[src/rtl/window_stream_ctrl.sv]
// Frame sequencer in front of a KxK line/window buffer: gates pixels in, tracks the window centre.
// Define WINDOW_STREAM_CTRL_RESYNC_EN to abort and realign a frame on a start-of-frame seen mid-frame.
module window_stream_ctrl #(
  parameter int COLOR_CHANNEL = 8,
  parameter int KERNEL        = 3,
  parameter int WIDTH_IMAGE   = 6,
  parameter int HEIGHT_IMAGE  = 6,
  localparam int XW = ($clog2(WIDTH_IMAGE)  > 1) ? $clog2(WIDTH_IMAGE)  : 1,
  localparam int YW = ($clog2(HEIGHT_IMAGE) > 1) ? $clog2(HEIGHT_IMAGE) : 1
) (
  input  logic                       i_clk,
  input  logic                       i_reset_n,
  input  logic [3*COLOR_CHANNEL-1:0] i_pixel_data,
  input  logic                       i_pixel_valid,
  input  logic                       i_sof,
  output logic                       o_pixel_ready,
  output logic [3*COLOR_CHANNEL-1:0] o_buf_pixel_data,
  output logic                       o_buf_pixel_ready,
  output logic                       o_buf_clear,
  output logic                       o_window_valid,
  output logic [XW-1:0]              o_center_x,
  output logic [YW-1:0]              o_center_y,
  output logic                       o_frame_done,
  output logic                       o_sync_err
);

  localparam int HK  = KERNEL / 2;
  localparam int N   = WIDTH_IMAGE * HEIGHT_IMAGE;
  localparam int LAT = HK * WIDTH_IMAGE + HK;
  localparam int CW  = $clog2(N + 1);

  localparam logic [1:0] IDLE = 2'd0;
  localparam logic [1:0] RUN  = 2'd1;
  localparam logic [1:0] DONE = 2'd2;

  localparam logic [CW-1:0] N_C    = CW'(N);
  localparam logic [CW-1:0] LAT_C  = CW'(LAT);
  localparam logic [XW-1:0] X_LO   = XW'(HK);
  localparam logic [XW-1:0] X_HI   = XW'(WIDTH_IMAGE - 1 - HK);
  localparam logic [XW-1:0] X_LAST = XW'(WIDTH_IMAGE - 1);
  localparam logic [YW-1:0] Y_LO   = YW'(HK);
  localparam logic [YW-1:0] Y_HI   = YW'(HEIGHT_IMAGE - 1 - HK);

  logic [1:0]    state_q, state_d;
  logic          active_q;
  logic [CW-1:0] push_cnt_q, push_cnt_d, p_next;
  logic [XW-1:0] col_q, col_d, cx_q, cx_d;
  logic [YW-1:0] row_q, row_d, cy_q, cy_d;
  logic          win_q, win_d;
  logic          sof_err, accept, push;

`ifdef WINDOW_STREAM_CTRL_RESYNC_EN
  logic abort_q, abort_d;

  // A misaligned sof is refused here and re-presented by the source once back in IDLE.
  assign sof_err      = (state_q == RUN) & i_pixel_valid & i_sof;
  assign abort_d      = (state_q == DONE) ? 1'b0 : (abort_q | sof_err);
  assign o_frame_done = (state_q == DONE) & ~abort_q;

  always_ff @(posedge i_clk or negedge i_reset_n) begin
    if (!i_reset_n) abort_q <= 1'b0;
    else            abort_q <= abort_d;
  end
`else
  assign sof_err      = 1'b0;
  assign o_frame_done = (state_q == DONE);
`endif

  // active_q keeps ready low through the reset cycle itself.
  assign o_pixel_ready     = active_q & (state_q != DONE) & ~sof_err;
  assign accept            = i_pixel_valid & o_pixel_ready;
  assign push              = accept & ((state_q == RUN) | ((state_q == IDLE) & i_sof));
  assign o_buf_pixel_ready = push;
  assign o_buf_pixel_data  = active_q ? i_pixel_data : '0;
  assign o_buf_clear       = (state_q == DONE);
  assign o_sync_err        = sof_err;
  assign o_window_valid    = win_q;
  assign o_center_x        = cx_q;
  assign o_center_y        = cy_q;

  always_comb begin
    // NOTE: every combinational target gets a default first so no path infers a latch.
    state_d    = state_q;
    push_cnt_d = push_cnt_q;
    col_d      = col_q;
    row_d      = row_q;
    cx_d       = cx_q;
    cy_d       = cy_q;
    win_d      = 1'b0;
    p_next     = (state_q == RUN) ? push_cnt_q + 1'b1 : CW'(1);

    case (state_q)
      IDLE: if (push) state_d = RUN;
      RUN: begin
        if (sof_err)                      state_d = DONE;
        else if (push && p_next == N_C)   state_d = DONE;
      end
      DONE: begin
        state_d    = IDLE;
        push_cnt_d = '0;
        col_d      = '0;
        row_d      = '0;
      end
      default: state_d = IDLE;
    endcase

    // The centre trails the push count by LAT; col/row always hold the next centre to emit.
    if (push) begin
      push_cnt_d = p_next;
      if (p_next > LAT_C) begin
        cx_d  = col_q;
        cy_d  = row_q;
        win_d = (col_q >= X_LO) && (col_q <= X_HI) && (row_q >= Y_LO) && (row_q <= Y_HI);
        if (col_q == X_LAST) begin
          col_d = '0;
          row_d = row_q + 1'b1;
        end else begin
          col_d = col_q + 1'b1;
        end
      end
    end
  end

  // NOTE: sequential state is written with non-blocking assignments only.
  always_ff @(posedge i_clk or negedge i_reset_n) begin
    if (!i_reset_n) begin
      state_q    <= IDLE;
      active_q   <= 1'b0;
      push_cnt_q <= '0;
      col_q      <= '0;
      row_q      <= '0;
      cx_q       <= '0;
      cy_q       <= '0;
      win_q      <= 1'b0;
    end else begin
      state_q    <= state_d;
      active_q   <= 1'b1;
      push_cnt_q <= push_cnt_d;
      col_q      <= col_d;
      row_q      <= row_d;
      cx_q       <= cx_d;
      cy_q       <= cy_d;
      win_q      <= win_d;
    end
  end

endmodule

[config.mk]
export PLATFORM = sky130hd
export DESIGN_NAME = window_stream_ctrl
export DESIGN_NICKNAME = d
export VERILOG_FILES = /design/src/rtl/window_stream_ctrl.sv
export SDC_FILE = /design/constraint.sdc
export NUM_CORES = 1
export LEC_CHECK = 0
export ABC_AREA = 1
export CAP_MARGIN = 10
export CORE_MARGIN = 5
export CORE_UTILIZATION = 35
export CTS_BUF_LIST = sky130_fd_sc_hd__clkbuf_4
export DETAILED_ROUTE_END_ITERATION = 7
export PLACE_DENSITY_LB_ADDON = 0.2
export SYNTH_ARGS = -nofsm -noshare
export SYNTH_HDL_FRONTEND = slang
export SYNTH_SLANG_ARGS = --single-unit
export TNS_END_PERCENT = 100
[constraint.sdc]
create_clock -name i_clk -period 4.3 [get_ports i_clk]
set_input_delay 0.645 -clock i_clk [delete_from_list [all_inputs] [get_ports i_clk]]
set_output_delay 0.645 -clock i_clk [all_outputs]
set_load 0.05 [all_outputs]
# Word level (Yosys, flattened, before mapping)
# Index checks and enable logic that the tools add are counted.
[classes]
addsub = 3
order_cmp = 5
n_eq_ne = 7
mux = 17
bitwise = 5
reduce_logical = 8
[op_table]
columns = ["operator", "n"]
rows = [
  ["$mux 24", 1],
  ["$mux 3", 8],
  ["$mux 6", 3],
  ["$add 3x1->3 const B", 2],
  ["$add 6x1->6 const B", 1],
  ["$eq 6x6->1 const B", 1],
  ["$ge 3x1->1 const B", 2],
  ["$gt 6x3->1 const B", 1],
  ["$le 3x3->1 const B", 2],
  ["$and 1x1->1", 4],
  ["$logic_and 1x1->1", 4],
  ["$mux 2", 2],
  ["$ne 2x2->1 const B", 2],
  ["$pmux 2 s2", 1],
  ["$reduce_and 2->1", 2],
  ["$eq 3x3->1 const B", 1],
  ["$eq 2x1->1 const B", 1],
  ["$eq 2x2->1 const B", 1],
  ["$logic_not 2->1", 1],
  ["$mux 1", 2],
  ["$ne 2x1->1 const B", 1],
  ["$reduce_bool 2->1", 1],
  ["$or 1x1->1", 1],
]
[totals]
ff_bits = 22
input_bits = 28
output_inout_bits = 36

# Depth between registers and ports, before layout
# Gate-level depths: netlist (run 1).
[depth]
depth_word = 7
mapped_depth = 10

# Least setup slack after synthesis (run 1)
# No wires, ideal clock.
[synth_path]
kind = "reg-to-output"
from = "register state_q[0]"
to = "output o_pixel_ready"
arrival_time_ps = 1500
required_time_ps = 3655
path_slack_ps = 2155
stages_incl_launch_ff = 5
path_buffers = 0
path_cell_list = "dfrtp_1 -> inv_2 -> nand2_4 -> inv_1 -> nor2_1"
[synth_via]
elab_chain_len = 2
[synth_lines]
columns = ["item", "line_no", "source"]
rows = [
  ["from (decl)", "44", "logic [1:0] state_q, state_d;"],
  ["from (signal assigned)", "136", "state_q <= state_d;"],
  ["$ne 2x2->1", "70", "assign o_pixel_ready = active_q & (state_q != DONE) & ~sof_err;"],
  ["$and 1x1->1", "70", ""],
  ["to (decl)", "16", "output logic o_pixel_ready,"],
]
# Every way passes these cells.

# Worst setup path in the final report (run 1)
[layout_path]
from = "input i_pixel_valid"
to = "output o_buf_pixel_ready"
[layout_via]
elab_chain_len = 2
[layout_lines]
columns = ["item", "line_no", "source"]
rows = [
  ["from (decl)", "14", "input logic i_pixel_valid,"],
  ["$and 1x1->1", "71", "assign accept = i_pixel_valid & o_pixel_ready;"],
  ["$and 1x1->1", "72", "assign push = accept & ((state_q == RUN) | ((state_q == IDLE) & i_sof));"],
  ["to (decl)", "18", "output logic o_buf_pixel_ready,"],
]
# Every way passes these cells.

==> results of run 1 <==
cells in the mapped netlist (3+ instances only):
cell type	number
nand4_1	4
dfrtp_1	22
nand2_1	59
o21ai_2	6
o21ai_0	5
nand3_1	13
buf_4	3
nor2_1	14
ha_1	4
inv_1	42
routing by layer:
| layer | GRT usage, % | wire (um) | part of all wire, % |
|---|---|---|---|
| met1 | 15.8 | 1520 | 44 |
| met2 | 21.7 | 1480 | 43 |
| met3 | 3.83 | 431 | 12 |
| met4 | 4.83 | 34 | 0.98 |
| met5 | 0 | 0 | 0 |
per-stage QoR:
step	cell area (um^2)	utilization (%)
2_1_floorplan	1430	-
3_3_place_gp	2070	52.1
3_5_place_dp	2070	52.1
4_1_cts	2100	52.8
5_1_grt	2100	52.8
6_report	2100	52.8
power by group through the flow:
stage          registers (mW)  clock network, mW  logic, mW
2_1_floorplan           0.416                  0      0.251
3_3_place_gp            0.329                  0      0.476
3_5_place_dp            0.331                  0      0.477
4_1_cts                 0.326             0.0989      0.482
5_1_grt                 0.338              0.108      0.521
6_report                0.325             0.0919      0.475
cells by family (layout without fill, tap and decap cells):
logic type,count (synthesis),count (layout),share of synthesized area (%)
DFF,22,22,38.5
AOI/OAI and AO/OA,15,15,7.61
buffers and inverters,50,111,15.0
adders and majority gates,4,4,3.50
other,2,2,0.525
xor gates and xnor gates,2,2,1.23
and+or+nand+nor,101,101,33.6
worst paths after layout:
check	start	end	slack, ps	cells after the start
worst max-delay path	i_pixel_valid	o_buf_pixel_ready	1400	4
worst min-delay path	col_q[2]	o_center_x[2]	530	2
worst max register to register	push_cnt_q[0]	row_q[1]	2560	10
worst min register to register	col_q[2]	o_center_x[2]	530	2
max in group asynchronous	i_reset_n	push_cnt_q[5]	2860	1
min in group asynchronous	i_reset_n	push_cnt_q[0]	870	1
registers in the layout (all words and copies together) (netlist names):
register        cells
active_q            1
col_q               3
push_cnt_q          6
state_q             2
o_center_x          3
o_window_valid      1
row_q               3
o_center_y          3
critical path, delay by kind of cell:
kind	cells	cell delay, ps
AND/OR/NAND/NOR	2	290
buffers and inverters	2	1310
area by class of cell:
type,instances,area [um^2]
Clock buffer,3,22.5
Clock inverter,1,3.75
Fill cell,406,1870
Inverter,44,165
Multi-Input combinational cell,124,664
Sequential cell,22,551
Tap cell,50,62.6
Timing Repair Buffer,63,628
==> flow_summary.toml, run 1 <==
[cells_and_area]
syn2layout_area_growth_pct = 46.6
layout_commonest_cell = "clkdlybuf4s50_1"
diodes = 0
instances_no_fill = 307
num-nets-final = 290
mostFrequentLayoutCells = "clkdlybuf4s50_1, nand2_1, inv_1"
drive_gt1_share_pct = 8.17

[min_path]
hold_class = "reg -> reg"

[cts]
cts_resized = 0
cts_max_level = 1
cts_hold_buf = 0
clockBufferDepth = 2
clock-root-buffer = "clkbuf_4"
cts_buffers = 3
cts_tree = "built"
post_cts_buffers = 0
clk_latency_ps = 300
clk_pin_slew_ps = 110
cts_sinks = 22

[timing]
timing.hold.ws_ps = 534
maxSlewHeadroom_pct = 36.1
hold_viol_final = 0
fin_crit_sh_pct = 67.5
tightest_slew_ps = 956
finalSetupTns_ps = 0
rsz0062_at_grt = "no"
fin_ws_ps = 1400
max_freq_mhz = 345
fin_crit_ps = 2900
slew_viol_final = 0
finalSetupViolations = 0
clock_skew_ps = 2.13

[power_and_ir_drop]
power_uw = 892
power_leakage_nw = 1.13
clock_power_share_pct = 10.3
p_sw_uw = 412
p_int_uw = 480
powerDensity_mw_per_mm2 = 425
p_comb_share_pct = 53.2
ir_drop_v = 0.000218
switching_share_pct = 46.1
seqPwrFrac_pct = 36.5

[global_route]
gr-total-overflow = 0
grt_start_max_net_pins = 23
grt_pass1_wl_mm = 5.56
grt_pass1_vias = 1254
antenna_found_initial = 0
grt_util_all_layers_pct = 13.0

[setup_path]
critPathLaunchType = "primary input"
crit_path_max_fanout = 5
required_ps = 3650
crit_slowest_cell = "clkdlybuf4s50_1"
crit_path_end_kind = "primary output"
path_class = "in -> out"
critPathMaxStageDelay_ps = 820
cpMostUsedCell = "clkdlybuf4s50_1"
path_cells = "clkdlybuf4s50_1 > nand3_1 > nor2_4 > clkdlybuf4s50_1"
cp.arrival_ps = 2260

[synthesis]
yosys_register_bits = 22
synth_edf_count = 0
synthCells = 196
synthArstFlopShare_pct = 100
yosysTopAreaCellShare_pct = 38.5
syn_area_mm2 = 0.00143
synth_top_area_cell = "dfrtp_1"
synth.distinct_cells = 28
yosysWarnings = 0
ys_seq_area_share_pct = 38.5
synth-main-ff-cell = "dfrtp_1"
yosys-top-cells-area = "dfrtp_1, nand2_1, inv_1, nand3_1, nor2_1"
avgSynthCellArea_um2 = 7.30
syn_nets = 228

[drt]
drtIter0Drc = 30
drtPass1Iterations = 4
dr_total_vias = 1343
drc = 0
via_per_inst = 4.37
drt-total-wl_mm = 3.46
wl_per_cell_um = 11.3
ant_nets = 0

[run]
maxCapViolations = 0

[placed_design]
dp.cells = 303
gp_congestion = 0.884
hpwlAfterDp_mm = 2.74
port_buffers = 62
post-place-ws_ps = 1380

[floorplanning]
chipHeight_um = 73.9
ios = 64
core_mm2 = 0.00397
start_util_pct = 36.0
dieArea_mm2 = 0.00546
rows = 23
die_w_um = 73.9

[outcome]
status = "finished, final reports clean"
Note: power is estimated with default switching activity, not from simulation.
==> run 2: changes to the inputs <==
==> constraint.sdc (replaced) <==
create_clock -name i_clk -period 2.6 [get_ports i_clk]
set_input_delay 0.39 -clock i_clk [delete_from_list [all_inputs] [get_ports i_clk]]
set_output_delay 0.39 -clock i_clk [all_outputs]
set_load 0.05 [all_outputs]
==> run 2 against run 1 <==
Critical path depth unchanged. Highest routed layer unchanged. Combinational power increased by 66%. Utilization about the same. Register-to-register slack got worse by 1700 ps. Clock-buffer cell count unchanged. Design area about the same.
==> flow_summary.toml, run 2 (same netlist as run 1, synthesis figures left out) <==
[cells_and_area]
multiInputGateArea_um2 = 664
syn2layout_area_growth_pct = 46.5
nFillCells = 390
regMostFlops = "push_cnt_q"
largest_register_ffs = 6
drive_gt1_share_pct = 9.34
regArea_um2 = 551
num-nets-final = 291
mostFrequentLayoutCells = "clkdlybuf4s50_1, nand2_1, inv_1"
diodes = 0
layout_commonest_cell = "clkdlybuf4s50_1"
postLayoutCoreUtil_pct = 52.8
final_area_mm2 = 0.00210

[power_and_ir_drop]
seqPwrFrac_pct = 36.5
p_comb_share_pct = 53.2
power_mw = 1.48
powerDensity_mw_per_mm2 = 706
power_leakage_nw = 1.13
p_sw_uw = 688
p_int_uw = 792
ir_drop_v = 0.000391
clock_power_share_pct = 10.3
switching_share_pct = 46.5

[timing]
rsz0062_at_grt = "no"
hold_viol_final = 0
tightest_slew_ps = 524
fin_crit_sh_pct = 91.6
finalSetupViolations = 0
slew_viol_final = 0
maxSlewHeadroom_pct = 64.9
clock_skew_ps = 9.05
max_freq_mhz = 420
finalSetupTns_ps = 0
fin_crit_ps = 2380

[drt]
via_per_inst = 4.45
wl_per_cell_um = 11.6
drtIter0Drc = 39
drt-total-wl_mm = 3.55
drtPass1Iterations = 4
ant_nets = 0
dr_total_vias = 1366
drc = 0

[cts]
cts_hold_buf = 0
clk_latency_ps = 300
post_cts_buffers = 0
clock-root-buffer = "clkbuf_4"
cts_resized = 0
cts_max_level = 1
clk_pin_slew_ps = 120
cts_sinks = 22
cts_tree = "built"
clockBufferDepth = 2
cts_buffers = 3

[setup_path]
r2r_cells = 10
path_cells = "inv_2 > nand2_4 > inv_1 > clkdlybuf4s50_1"
reg2reg_to = "row_q[1]"
crit_path_end_kind = "primary output"
r2r_start = "push_cnt_q[0]"
path_class = "reg -> out"
required_ps = 2210
r2r_slack_ps = 850
crit_path_max_fanout = 9
critPathMaxStageDelay_ps = 860
critPathLaunchType = "register"
crit_slowest_cell = "clkdlybuf4s50_1"
cp.arrival_ps = 1990

[floorplanning]
chipHeight_um = 73.9
die_w_um = 73.9
dieArea_mm2 = 0.00546
ios = 64
start_util_pct = 36.0
rows = 23
core_mm2 = 0.00397

[outcome]
status = "finished, final reports clean"

[global_route]
grt_pass1_wl_mm = 5.63
grt_start_max_net_pins = 27
grt_pass1_vias = 1239
gr-total-overflow = 0
grt_util_all_layers_pct = 13.1
antenna_found_initial = 0

[placed_design]
hpwlAfterDp_mm = 2.77
placedInstanceArea_mm2 = 0.00207
gp_congestion = 0.800
port_buffers = 62

[run]
maxCapViolations = 0

[min_path]
hold_class = "in -> async"
run 2: power by group through the flow:
stage	clock network, mW	registers (mW)	logic (mW)
4_1_cts	0.162	0.540	0.797
3_3_place_gp	0	0.542	0.787
5_1_grt	0.175	0.559	0.856
2_1_floorplan	0	0.688	0.415
3_5_place_dp	0	0.547	0.792
6_report	0.153	0.540	0.788
run 2: critical path: cells and delay by family (launching register included):
family / cells / cell delay [ps]
buf+inv: 3 / 1170
flops: 1 / 430
simple gates: 1 / 90
run 2: stage by stage:
| stage | worst slack [ps] | cells | hold slack (ps) |
|---|---|---|---|
| 2_1_floorplan | 710 | 196 | 94.4 |
| 3_3_place_gp | 426 | 304 | 505 |
| 3_5_place_dp | 431 | 304 | 510 |
| 4_1_cts | 197 | 307 | 418 |
| 5_1_grt | 116 | 307 | 425 |
| 6_report | 219 | 307 | 416 |
run 2: per-layer routing:
layer	GRT usage, %	vias up	share of wire (%)
li1	-	714	-
met1	16.1	588	43
met2	21.9	62	43
met3	3.42	2	13
met4	5.43	0	1.1
met5	0	-	0
run 2: how the worst max path moves through the flow:
stage / slack, ps / to / startpoint / cells after the start
2_1_floorplan: 710 / o_pixel_ready / state_q[0] / 4
3_3_place_gp: 430 / o_buf_pixel_data[17] / i_pixel_data[17] / 4
3_5_place_dp: 430 / o_buf_pixel_data[17] / i_pixel_data[17] / 4
4_1_cts: 200 / o_pixel_ready / state_q[0] / 5
5_1_grt: 120 / o_pixel_ready / state_q[0] / 5
6_report: 220 / o_buf_clear / state_q[0] / 4
run 2: final cells by class:
cell class / instances / area share, %
Clock buffer: 3 / 1.07
Inverter: 44 / 7.88
Multi-Input combinational cell: 124 / 31.7
Timing Repair Buffer: 64 / 30.1
Sequential cell: 22 / 26.3
Tap cell: 50 / 2.99
